--- config.mk ---
export PLATFORM = sky130hd
export DESIGN_NAME = spi_cmd_ctrl_flat
export DESIGN_NICKNAME = d
export VERILOG_FILES = /design/src/rtl/spi_cmd_ctrl_if.sv /design/src/rtl/spi_cmd_ctrl.sv /design/src/flat_wrapper.sv
export SDC_FILE = /design/constraint.sdc
export NUM_CORES = 1
export LEC_CHECK = 0
export ABC_AREA = 1
export BUFFER_PORTS_ARGS = -buffer_cell sky130_fd_sc_hd__buf_2
export CAP_MARGIN = 30
export CORE_ASPECT_RATIO = 1.5
export CORE_UTILIZATION = 36
export CTS_BUF_LIST = sky130_fd_sc_hd__clkbuf_16
export CTS_CLUSTER_DIAMETER = 200
export DETAILED_ROUTE_END_ITERATION = 6
export GPL_TIMING_DRIVEN = 1
export PLACE_DENSITY = 0.63
export RECOVER_POWER = 25
export SYNTH_ARGS = -nofsm -noshare
export SYNTH_HDL_FRONTEND = slang
export SYNTH_SLANG_ARGS = --single-unit
--- constraint.sdc ---
create_clock -name clk -period 5.7 [get_ports clk]
set_clock_uncertainty 0.05 [all_clocks]
set_input_delay 0.855 -clock clk [delete_from_list [all_inputs] [get_ports clk]]
set_output_delay 0.855 -clock clk [all_outputs]
set_load 0.01 [all_outputs]
--- src/rtl/spi_cmd_ctrl_if.sv ---
// Byte-layer link between the SPI slave shifter (master side of this
// interface) and the command controller (slave side).
//
// Handshake: there is no back-pressure. rx_valid is a one-cycle pulse and
// rx_data is meaningful only in that cycle; it is consumed only while
// cs_active is high. tx_load is a one-cycle pulse and tx_data is stable
// while it is high (and holds its value between loads).
interface spi_cmd_ctrl_if;
  logic       cs_active;
  logic       rx_valid;
  logic [7:0] rx_data;
  logic       tx_load;
  logic [7:0] tx_data;

  modport master (
    output cs_active, rx_valid, rx_data,
    input  tx_load, tx_data
  );

  modport slave (
    input  cs_active, rx_valid, rx_data,
    output tx_load, tx_data
  );
endinterface

--- src/rtl/spi_cmd_ctrl.sv ---
// Command controller on top of the SPI byte layer: decodes WRITE (0x02),
// READ (0x03) and READ_STATUS (0x05) frames, owns a small configuration
// register file and feeds read/status bytes back to the MISO shifter.
module spi_cmd_ctrl #(
  parameter int NREG = 4,
  parameter int AW   = $clog2(NREG)
) (
  input  logic               clk,
  input  logic               rst,
  spi_cmd_ctrl_if.slave      bus,
  output logic [8*NREG-1:0]  cfg,
  output logic               wr_strobe,
  output logic [AW-1:0]      wr_addr,
  output logic               led,
  output logic [2:0]         dbg_state
);

  typedef enum logic [2:0] {
    IDLE     = 3'd0,
    GET_ADDR = 3'd1,
    WR_DATA  = 3'd2,
    RD_DATA  = 3'd3,
    DISCARD  = 3'd4
  } state_t;

  localparam logic [7:0] CMD_WRITE  = 8'h02;
  localparam logic [7:0] CMD_READ   = 8'h03;
  localparam logic [7:0] CMD_STATUS = 8'h05;

  state_t        state, state_n;
  logic          cmd_rd, cmd_rd_n;
  logic [AW-1:0] ptr, ptr_n, ptr_inc, rx_addr;
  logic [7:0]    regs [NREG];
  logic          wr_sticky, err_sticky;
  logic [7:0]    status;
  logic          do_wr, do_tx, set_err, clr_stat;
  logic [7:0]    tx_n;

  assign ptr_inc   = ptr + AW'(1);
  assign rx_addr   = bus.rx_data[AW-1:0];
  assign status    = {4'h5, 2'b00, wr_sticky, err_sticky};
  assign dbg_state = state;

  // Next-state and per-byte action decode; a dropped chip-select overrides
  // any byte arriving in the same cycle.
  always_comb begin
    state_n  = state;
    cmd_rd_n = cmd_rd;
    ptr_n    = ptr;
    do_wr    = 1'b0;
    do_tx    = 1'b0;
    tx_n     = bus.tx_data;
    set_err  = 1'b0;
    clr_stat = 1'b0;
    if (!bus.cs_active) begin
      state_n  = IDLE;
      cmd_rd_n = 1'b0;
      ptr_n    = '0;
    end else if (bus.rx_valid) begin
      case (state)
        IDLE: begin
          if (bus.rx_data == CMD_WRITE) begin
            state_n  = GET_ADDR;
            cmd_rd_n = 1'b0;
          end else if (bus.rx_data == CMD_READ) begin
            state_n  = GET_ADDR;
            cmd_rd_n = 1'b1;
          end else if (bus.rx_data == CMD_STATUS) begin
            do_tx    = 1'b1;
            tx_n     = status;
            clr_stat = 1'b1;
            state_n  = DISCARD;
          end else begin
            set_err  = 1'b1;
            state_n  = DISCARD;
          end
        end
        GET_ADDR: begin
          ptr_n = rx_addr;
          if (cmd_rd) begin
            state_n = RD_DATA;
            do_tx   = 1'b1;
            tx_n    = regs[rx_addr];
          end else begin
            state_n = WR_DATA;
          end
        end
        WR_DATA: begin
          do_wr = 1'b1;
          ptr_n = ptr_inc;
        end
        RD_DATA: begin
          ptr_n = ptr_inc;
          do_tx = 1'b1;
          tx_n  = regs[ptr_inc];
        end
        default: ;
      endcase
    end
  end

  // FSM, pointer, outputs and sticky status bits; a new event beats a clear.
  always_ff @(posedge clk) begin
    if (rst) begin
      state       <= IDLE;
      cmd_rd      <= 1'b0;
      ptr         <= '0;
      bus.tx_load <= 1'b0;
      bus.tx_data <= 8'h00;
      wr_strobe   <= 1'b0;
      wr_addr     <= '0;
      wr_sticky   <= 1'b0;
      err_sticky  <= 1'b0;
    end else begin
      state       <= state_n;
      cmd_rd      <= cmd_rd_n;
      ptr         <= ptr_n;
      bus.tx_load <= do_tx;
      bus.tx_data <= tx_n;
      wr_strobe   <= do_wr;
      if (do_wr) wr_addr <= ptr;
      wr_sticky   <= do_wr   | (wr_sticky  & ~clr_stat);
      err_sticky  <= set_err | (err_sticky & ~clr_stat);
    end
  end

  // Configuration register file; only a fully received data byte commits.
  always_ff @(posedge clk) begin
    if (rst) begin
      for (int i = 0; i < NREG; i++) regs[i] <= 8'h00;
    end else if (do_wr) begin
      regs[ptr] <= bus.rx_data;
    end
  end

  for (genvar g = 0; g < NREG; g++) begin : g_cfg
    assign cfg[8*g +: 8] = regs[g];
  end

  assign led = regs[0][0];

endmodule

--- src/flat_wrapper.sv ---
// flat-port wrapper written by rule: the top's interface ports become plain ports
module spi_cmd_ctrl_flat 
#(
  parameter int NREG = 4,
  parameter int AW   = $clog2(NREG)
)
  (clk, rst, cfg, wr_strobe, wr_addr, led, dbg_state, bus_cs_active, bus_rx_valid, bus_rx_data, bus_tx_load, bus_tx_data);
  spi_cmd_ctrl_if bus_i ();
  input  logic clk;
  input  logic rst;
  output logic [8*NREG-1:0] cfg;
  output logic wr_strobe;
  output logic [AW-1:0] wr_addr;
  output logic led;
  output logic [2:0] dbg_state;
  input wire logic [$bits(bus_i.cs_active)-1:0] bus_cs_active;
  input wire logic [$bits(bus_i.rx_valid)-1:0] bus_rx_valid;
  input wire logic [$bits(bus_i.rx_data)-1:0] bus_rx_data;
  output wire logic [$bits(bus_i.tx_load)-1:0] bus_tx_load;
  output wire logic [$bits(bus_i.tx_data)-1:0] bus_tx_data;
  assign bus_i.cs_active = bus_cs_active;
  assign bus_i.rx_valid = bus_rx_valid;
  assign bus_i.rx_data = bus_rx_data;
  assign bus_tx_load = bus_i.tx_load;
  assign bus_tx_data = bus_i.tx_data;
  spi_cmd_ctrl #(.NREG(NREG), .AW(AW)) u_core (.clk(clk), .rst(rst), .bus(bus_i), .cfg(cfg), .wr_strobe(wr_strobe), .wr_addr(wr_addr), .led(led), .dbg_state(dbg_state));
endmodule
==> results of run 1 <==
[worst reg2reg max path: cells and delay by family, from the launching register on]
kind                   cells  cell delay, ns
AND/OR/NAND/NOR            5            1.64
buffers and inverters      2            0.40
flip-flops                 1            0.38
[power groups by stage]
stage          registers [uW]  logic [uW]  clock network (uW)
2_1_floorplan             429        37.7                   0
3_3_place_gp              428        67.1                   0
3_5_place_dp              428        68.5                   0
4_1_cts                   419        69.0                 322
5_1_grt                   420        75.8                 336
6_report                  419        67.5                 320
[cells in the mapped netlist]
cell      instances
buf_6             2
o21ai_0           9
nand4_4           1
nand2_1         152
inv_1            29
a21boi_1          1
clkinv_1          1
nor2_2           10
inv_2            15
buf_4             1
nor3_1            9
nor2_1           44
clkbuf_1          3
o21ai_1           3
buf_2             4
buf_1             2
o31ai_1           1
nor2_8            1
nand3_1          29
dfxtp_1          20
edfxtp_1         32
nand2_2           2
a21oi_1          10
or2_1             1
[metal layers]
| layer | vias to the layer above | GRT usage |
|---|---|---|
| met3 | 19 | 0.0321 |
| met1 | 1210 | 0.249 |
| met5 | - | 0 |
| li1 | 1312 | - |
| met2 | 120 | 0.381 |
| met4 | 0 | 0.106 |
[registers in the layout, summed over array words and instances (netlist names)]
signal,count
u_core.bus.tx_load,1
u_core.bus.tx_data,8
u_core.dbg_state,3
u_core.regs,32
u_core.wr_strobe,1
u_core.err_sticky,1
u_core.wr_addr,2
u_core.cmd_rd,1
u_core.wr_sticky,1
u_core.ptr,2
[logic make-up (layout without fill, tap and decap cells)]
group | after synthesis | in the layout | share of synthesized area
and+or+nand+nor | 249 | 249 | 0.378
AOI/OAI and AO/OA | 24 | 24 | 0.0451
buffers and inverters | 57 | 114 | 0.0857
DFF | 52 | 52 | 0.491
[path summary, 6_finish.rpt]
| kind | from | to | slack, ns | cells after the start |
|---|---|---|---|---|
| setup reg to reg | u_core.dbg_state[1] | u_core.regs[1][4] | 2.91 | 7 |
| setup / recovery | rst | u_core.regs[1][4] | 2.33 | 7 |
| hold / removal | u_core.err_sticky | u_core.err_sticky | 0.42 | 2 |
| hold reg to reg | u_core.err_sticky | u_core.err_sticky | 0.42 | 2 |
[per-stage QoR]
step	area [um2]	hold slack (ns)	setup WS [ns]	instances
6_report	3260	0.422	2.33	539
3_3_place_gp	3120	0.414	2.83	529
5_1_grt	3260	0.466	2.13	539
4_1_cts	3300	0.418	3.06	539
2_1_floorplan	2770	0.389	3.49	382
3_5_place_dp	3140	0.407	2.76	531
[area by class of cell]
type,count,share of cell area
clock buffer,5,0.0384
clock inverter,3,0.0104
inverter,45,0.0519
multi-input combinational,273,0.355
sequential,52,0.418
tap,100,0.0384
timing repair buffer,61,0.0876
==> results.toml, run 1 <==
[outcome]
outcome = "completed"

[setup_path]
required_ns = 5.62
slowest_delay_ns = 0.71
cp.arrival_ns = 3.28
start_kind = "input pin"
cp-end-kind = "flop"
crit_fanout = 18
cp_slowest_cell = "nand4_1"
cp_top_family = "simple AND/OR/NAND/NOR gates"
criticalPathCategory = "input pin to flop"
cp_cell_sequence = "clkbuf_1 -> inv_1 -> nand4_1 -> inv_1 -> nand2_1 -> or2_1 -> nand2_1"
path_buf_inv = 3

[clock_tree]
cts_buffers = 5
cts_tree = "done"
clock_sinks = 52
clock_path_buffers = 2
clk_pin_slew_ns = 0.07
insertion_delay_ns = 0.30
cts_max_level = 2
post_cts_resized = 0
clockRootBuffer = "clkbuf_16"
holdBufCountCts = 0
cts_setup_buffers = 0

[power_and_ir_drop]
power.leakage_uw = 0.00156
switchingPower_uw = 208
power_density_mw_per_mm2 = 248
pwr-share-seq = 0.520
power.share.clock = 0.396
power_switching_share = 0.258
ir_drop_v = 0.000157
combPwrFrac = 0.084
fin_total_pwr_uw = 807
p_int_uw = 598

[finish]
final_util = 0.445
syn_to_final_growth_pct = 17.4
final_common_cell = "nand2_1"
drive_above_1_share = 0.173
fin_nets = 450
diodes = 0
multi_input_area_mm2 = 0.00116
register_area_mm2 = 0.00136
final_cell_mix = "nand2_1 (152), nor2_1 (45), buf_2 (42)"
fillers = 802

[routing]
wl_um = 8250
drtPass1Iterations = 5
wl_per_cell_um = 15.3
top_layer = "met4"
drtIter0Drc = 192
wl_met1_um = 3270
dr_wl_met2_um = 4230
met3WireLength_um = 461
detail-route-antenna-nets = 0
via_per_inst = 4.94
drc = 0
vias = 2661

[global_routing]
grt_max_degree = 20
antenna_found_initial = 0
grt_pass1_wl_um = 12700
grt_overflow = 0
first_global_vias = 2501
grt_usage = 0.215

[floorplanning]
die_w_um = 73.7
io_pins = 60
initial_utilization = 0.379
coreArea_mm2 = 0.00732
rows = 38
die_y_um = 109
dieArea_mm2 = 0.00806

[synthesis]
ys_types = 24
synthesis.instances = 382
synth_seq_area_share = 0.491
synth.largest_area_cell = "edfxtp_1"
syn_avg_cell_area_um2 = 7.26
synthesis.nets = 394
postSynthRegisterBits = 52
synthesis.area_mm2 = 0.00277
synthTopCellsByArea = "edfxtp_1 (35%), nand2_1 (21%), dfxtp_1 (14%)"
synth_top_area_share = 0.347
yosys_warnings = 0

[min_path]
hold_class = "flop to flop"

[timing]
worst_pin_slew_ns = 0.759
max_freq_mhz = 297
tns_ns = 0
finalMaxSlewViolations = 0
hold_violations = 0
grt_setup_unrepaired = "no"
post-route-period-util = 0.591
setup_viol = 0
fin_crit_ns = 3.37
slew-limit-headroom = 0.493

[placed_design]
dp.final_hpwl_um = 6180
portBuffers = 59
gp_congestion = 0.824

[flow_run]
maxCapViolCount = 0
(Power assumes the default switching activity.)
==> inputs of run 2 (changes only) <==
Settings changed: PLACE_DENSITY 0.63 to 0.65.
Clock period 5.7 ns to 2.8 ns, I/O delays scaled along.
==> run 2 against run 1 <==
Net effect: worst hold slack got worse by 0.14 ns; first-iteration DRC count fell by 14%; utilization barely moved; count of clock-buffer cells in the layout did not move; sequential power rose by 100%; largest cell class unchanged; total power rose by 98%; critical path depth fell by 1; clock power rose by 89%; sequential share of layout area barely moved; sequential cell count did not move.
==> results.toml, run 2 (synthesis gave the netlist of run 1 again) <==
[finish]
fillers = 819
final_common_cell = "nand2_1"
drive_above_1_share = 0.167
largest_register = "u_core.regs"
final_cell_mix = "nand2_1 (152), nor2_1 (44), buf_2 (37)"
diodes = 0
fin_nets = 453
layout.cells.non_filler = 542
final_util = 0.445
syn_to_final_growth_pct = 17.5
largest_reg_flops = 32

[clock_tree]
clockRootBuffer = "clkbuf_16"
holdBufCountCts = 0
insertion_delay_ns = 0.30
clk_pin_slew_ns = 0.06
cts_max_level = 2
clock_path_buffers = 2
post_cts_resized = 0
cts_buffers = 5
cts_tree = "done"
cts_setup_buffers = 0
clock_sinks = 52

[routing]
drtIter0Drc = 165
drtPass1Iterations = 4
wl_per_cell_um = 15.0
detail-route-antenna-nets = 0
drc = 0
vias = 2614
via_per_inst = 4.82
wl_um = 8120

[floorplanning]
die_y_um = 109
initial_utilization = 0.379
rows = 38
io_pins = 60
dieArea_mm2 = 0.00806
die_w_um = 73.7
coreArea_mm2 = 0.00732

[setup_path]
cp-end-kind = "flop"
criticalPathCategory = "flop to flop"
required_ns = 2.70
cp.arrival_ns = 1.98
crit_fanout = 9
start_kind = "flop"
ff2ff_setup_slack_ns = 0.73

[timing]
hold_violations = 0
finalMaxSlewViolations = 0
worst_pin_slew_ns = 0.920
tns_ns = 0
grt_setup_unrepaired = "no"
post-route-period-util = 0.740
slew-limit-headroom = 0.387
setup_viol = 0
fin_crit_ns = 2.07
max_freq_mhz = 483

[global_routing]
grt_max_degree = 20
grt_usage = 0.214
grt_overflow = 0
grt_pass1_wl_um = 12700
first_global_vias = 2519
antenna_found_initial = 0

[placed_design]
dp.final_hpwl_um = 5890
portBuffers = 59
gp_congestion = 0.868
dp.cells = 534

[power_and_ir_drop]
ir_drop_v = 0.000317
power.leakage_uw = 0.00155
power_density_mw_per_mm2 = 490

[outcome]
outcome = "completed"

[min_path]
hold_class = "input pin to flop"

[flow_run]
maxCapViolCount = 0
==> run 2: cell count changes in the layout (fill, tap and decap cells not counted) <==
cell,before,now
buf_4,1,4
clkinv_4,1,0
inv_6,1,0
inv_1,31,32
nor2_2,9,10
buf_2,42,37
clkinv_8,1,0
clkbuf_1,18,23
clkinv_2,0,1
clkinvlp_4,0,1
nor2_1,45,44
==> run 2: area by class of cell <==
type                       count  area (um2)  share of cell area
multi-input combinational    273        1160               0.356
timing repair buffer          64         302              0.0926
clock inverter                 3        16.3             0.00499
sequential                    52        1360               0.418
clock buffer                   5         125              0.0384
tap                          100         125              0.0384
inverter                      45         169              0.0519
==> run 2: worst max-delay path: stages, from the launching register on <==
cell     delay [ns]
dfxtp_1        0.38
inv_1          0.13
nor2_8         0.14
nand4_1        0.14
inv_2          0.11
nand3_1        0.31
nand2_1        0.47
==> run 2: final timing paths <==
path | start | endpoint | depth (start not counted)
max | u_core.dbg_state[1] | u_core.regs[2][7] | 6
min | rst | u_core.err_sticky | 2
min reg2reg | u_core.err_sticky | u_core.err_sticky | 2
max reg2reg | u_core.dbg_state[1] | u_core.regs[2][7] | 6
==> run 2: metrics by stage <==
step           cell area [um2]  setup slack, ns  total power [uW]  hold slack [ns]
2_1_floorplan             2770            0.880               949            0.389
3_3_place_gp              3160            0.738              1010            0.406
3_5_place_dp              3160            0.685              1010            0.419
4_1_cts                   3300            0.790              1610            0.273
5_1_grt                   3260            0.586              1650            0.296
6_report                  3260            0.728              1590            0.278
==> run 2: report_power, final <==
group | switching [uW] | internal [uW]
Combinational | 95.5 | 44.0
Clock | 277 | 327
Sequential | 19.3 | 831
==> run 2: layer usage <==
metal | GRT usage | part of all wire | up-vias
li1 | - | - | 1316
met1 | 0.241 | 0.39 | 1165
met2 | 0.368 | 0.51 | 106
met3 | 0.0458 | 0.061 | 27
met4 | 0.122 | 0.041 | 0
met5 | 0.00694 | 0 | -
==> inputs of run 3 (changes only) <==
Settings changed: PLACE_DENSITY 0.65 to 0.63.
Clock period 2.8 ns to 2 ns, I/O delays scaled along.
==> run 3 against run 2 <==
Net effect: routed wire length decreased by 2.3%; register-to-register slack worse by 0.53 ns; final cell count is 1.3% higher; design area increased by 2.0%; worst hold slack got worse by 0.12 ns; sequential share of layout area fell by 0.82 points; first-iteration DRC count is 53% higher; critical path type unchanged; clock power is 43% higher.
==> results.toml, run 3 (synthesis gave the netlist of run 1 again) <==
[floorplanning]
die_w_um = 73.7
io_pins = 60
coreArea_mm2 = 0.00732
rows = 38
die_y_um = 109
dieArea_mm2 = 0.00806
initial_utilization = 0.379

[routing]
drtPass1Iterations = 5
detail-route-antenna-nets = 0
drc = 0
wl_um = 7930
wl_per_cell_um = 14.4
via_per_inst = 4.73
vias = 2596
drtIter0Drc = 253

[finish]
fin_nets = 460
final_common_cell = "nand2_1"
fillers = 796
syn_to_final_growth_pct = 19.8
largest_register = "u_core.regs"
final_cell_mix = "nand2_1 (152), nor2_1 (44), edfxtp_1 (32)"
drive_above_1_share = 0.169
largest_reg_flops = 32
diodes = 0

[flow_run]
maxCapViolCount = 0

[clock_tree]
clock_path_buffers = 2
cts_buffers = 5
post_cts_resized = 0
cts_tree = "done"
clock_sinks = 52
clockRootBuffer = "clkbuf_16"
holdBufCountCts = 0
insertion_delay_ns = 0.29
cts_max_level = 2
cts_setup_buffers = 0
clk_pin_slew_ns = 0.07

[timing]
tns_ns = 0
post-route-period-util = 0.904
setup_viol = 0
worst_pin_slew_ns = 0.632
fin_ws_ns = 0.193
slew-limit-headroom = 0.575
hold_violations = 0
grt_setup_unrepaired = "no"
finalMaxSlewViolations = 0
fin_crit_ns = 1.81
fin_hold_ws_ns = 0.158
max_freq_mhz = 553

[placed_design]
gp_congestion = 0.920
place_ws_ns = 0.233
dp.final_hpwl_um = 5810
portBuffers = 59

[power_and_ir_drop]
fin_total_pwr_uw = 2250
power.leakage_uw = 0.00156
ir_drop_v = 0.000471
power_density_mw_per_mm2 = 677

[setup_path]
crit_fanout = 8
criticalPathCategory = "flop to flop"
cp-end-kind = "flop"
ff2ff_setup_slack_ns = 0.19
r2r_start = "u_core.dbg_state[1]"
startpoint = "u_core.dbg_state[1]"
start_kind = "flop"
cp.arrival_ns = 1.72
required_ns = 1.91

[global_routing]
grt_max_degree = 20
antenna_found_initial = 0
grt_overflow = 0
first_global_vias = 2560
grt_usage = 0.216
grt_pass1_wl_um = 12900

[min_path]
hold_class = "input pin to flop"
min-delay-start = "rst"

[outcome]
outcome = "completed"
==> run 3: critical path, stage by stage, from the launching register on <==
cell and delay, ns:
dfxtp_1 0.38, inv_1 0.13, nor2_8 0.16, nand4_4 0.10, inv_2 0.08, nand2_1 0.06
or2_1 0.23, nand2_1 0.29
==> run 3: metal layers <==
metal | part of all wire | vias up | GRT usage
met5 | 0 | - | 0
met4 | 0.024 | 0 | 0.0962
met3 | 0.058 | 17 | 0.0394
met2 | 0.51 | 96 | 0.372
met1 | 0.41 | 1157 | 0.259
li1 | - | 1326 | -
==> run 3: layout make-up <==
type / instances / area (um2) / share of cell area
inverter: 45 / 169 / 0.0508
sequential: 52 / 1360 / 0.410
tap: 100 / 125 / 0.0377
multi-input combinational: 273 / 1170 / 0.353
clock inverter: 3 / 21.3 / 0.00640
clock buffer: 5 / 125 / 0.0377
timing repair buffer: 71 / 347 / 0.104
==> run 3: power breakdown <==
part           leakage [uW]  switching [uW]  internal (uW)  total (uW)
clock             0.0000702             399            467         866
sequential         0.000492            25.2           1160        1190
combinational      0.000993             133           62.6         196
total               0.00156             557           1690        2250
==> run 3: per-stage QoR <==
stage | util | instance area [um2] | cells
after floorplan | - | 2770 | 382
after global placement | 0.439 | 3210 | 541
after detailed placement | 0.439 | 3210 | 541
after CTS | 0.459 | 3360 | 549
after global routing | 0.454 | 3320 | 549
final | 0.454 | 3320 | 549
==> run 3: path summary, 6_finish.rpt <==
check	endpoint	cells after the start
worst max-delay path	u_core.regs[1][4]	7
worst min-delay path	u_core.err_sticky	2
worst min register to register	u_core.wr_sticky	2
worst max register to register	u_core.regs[1][4]	7
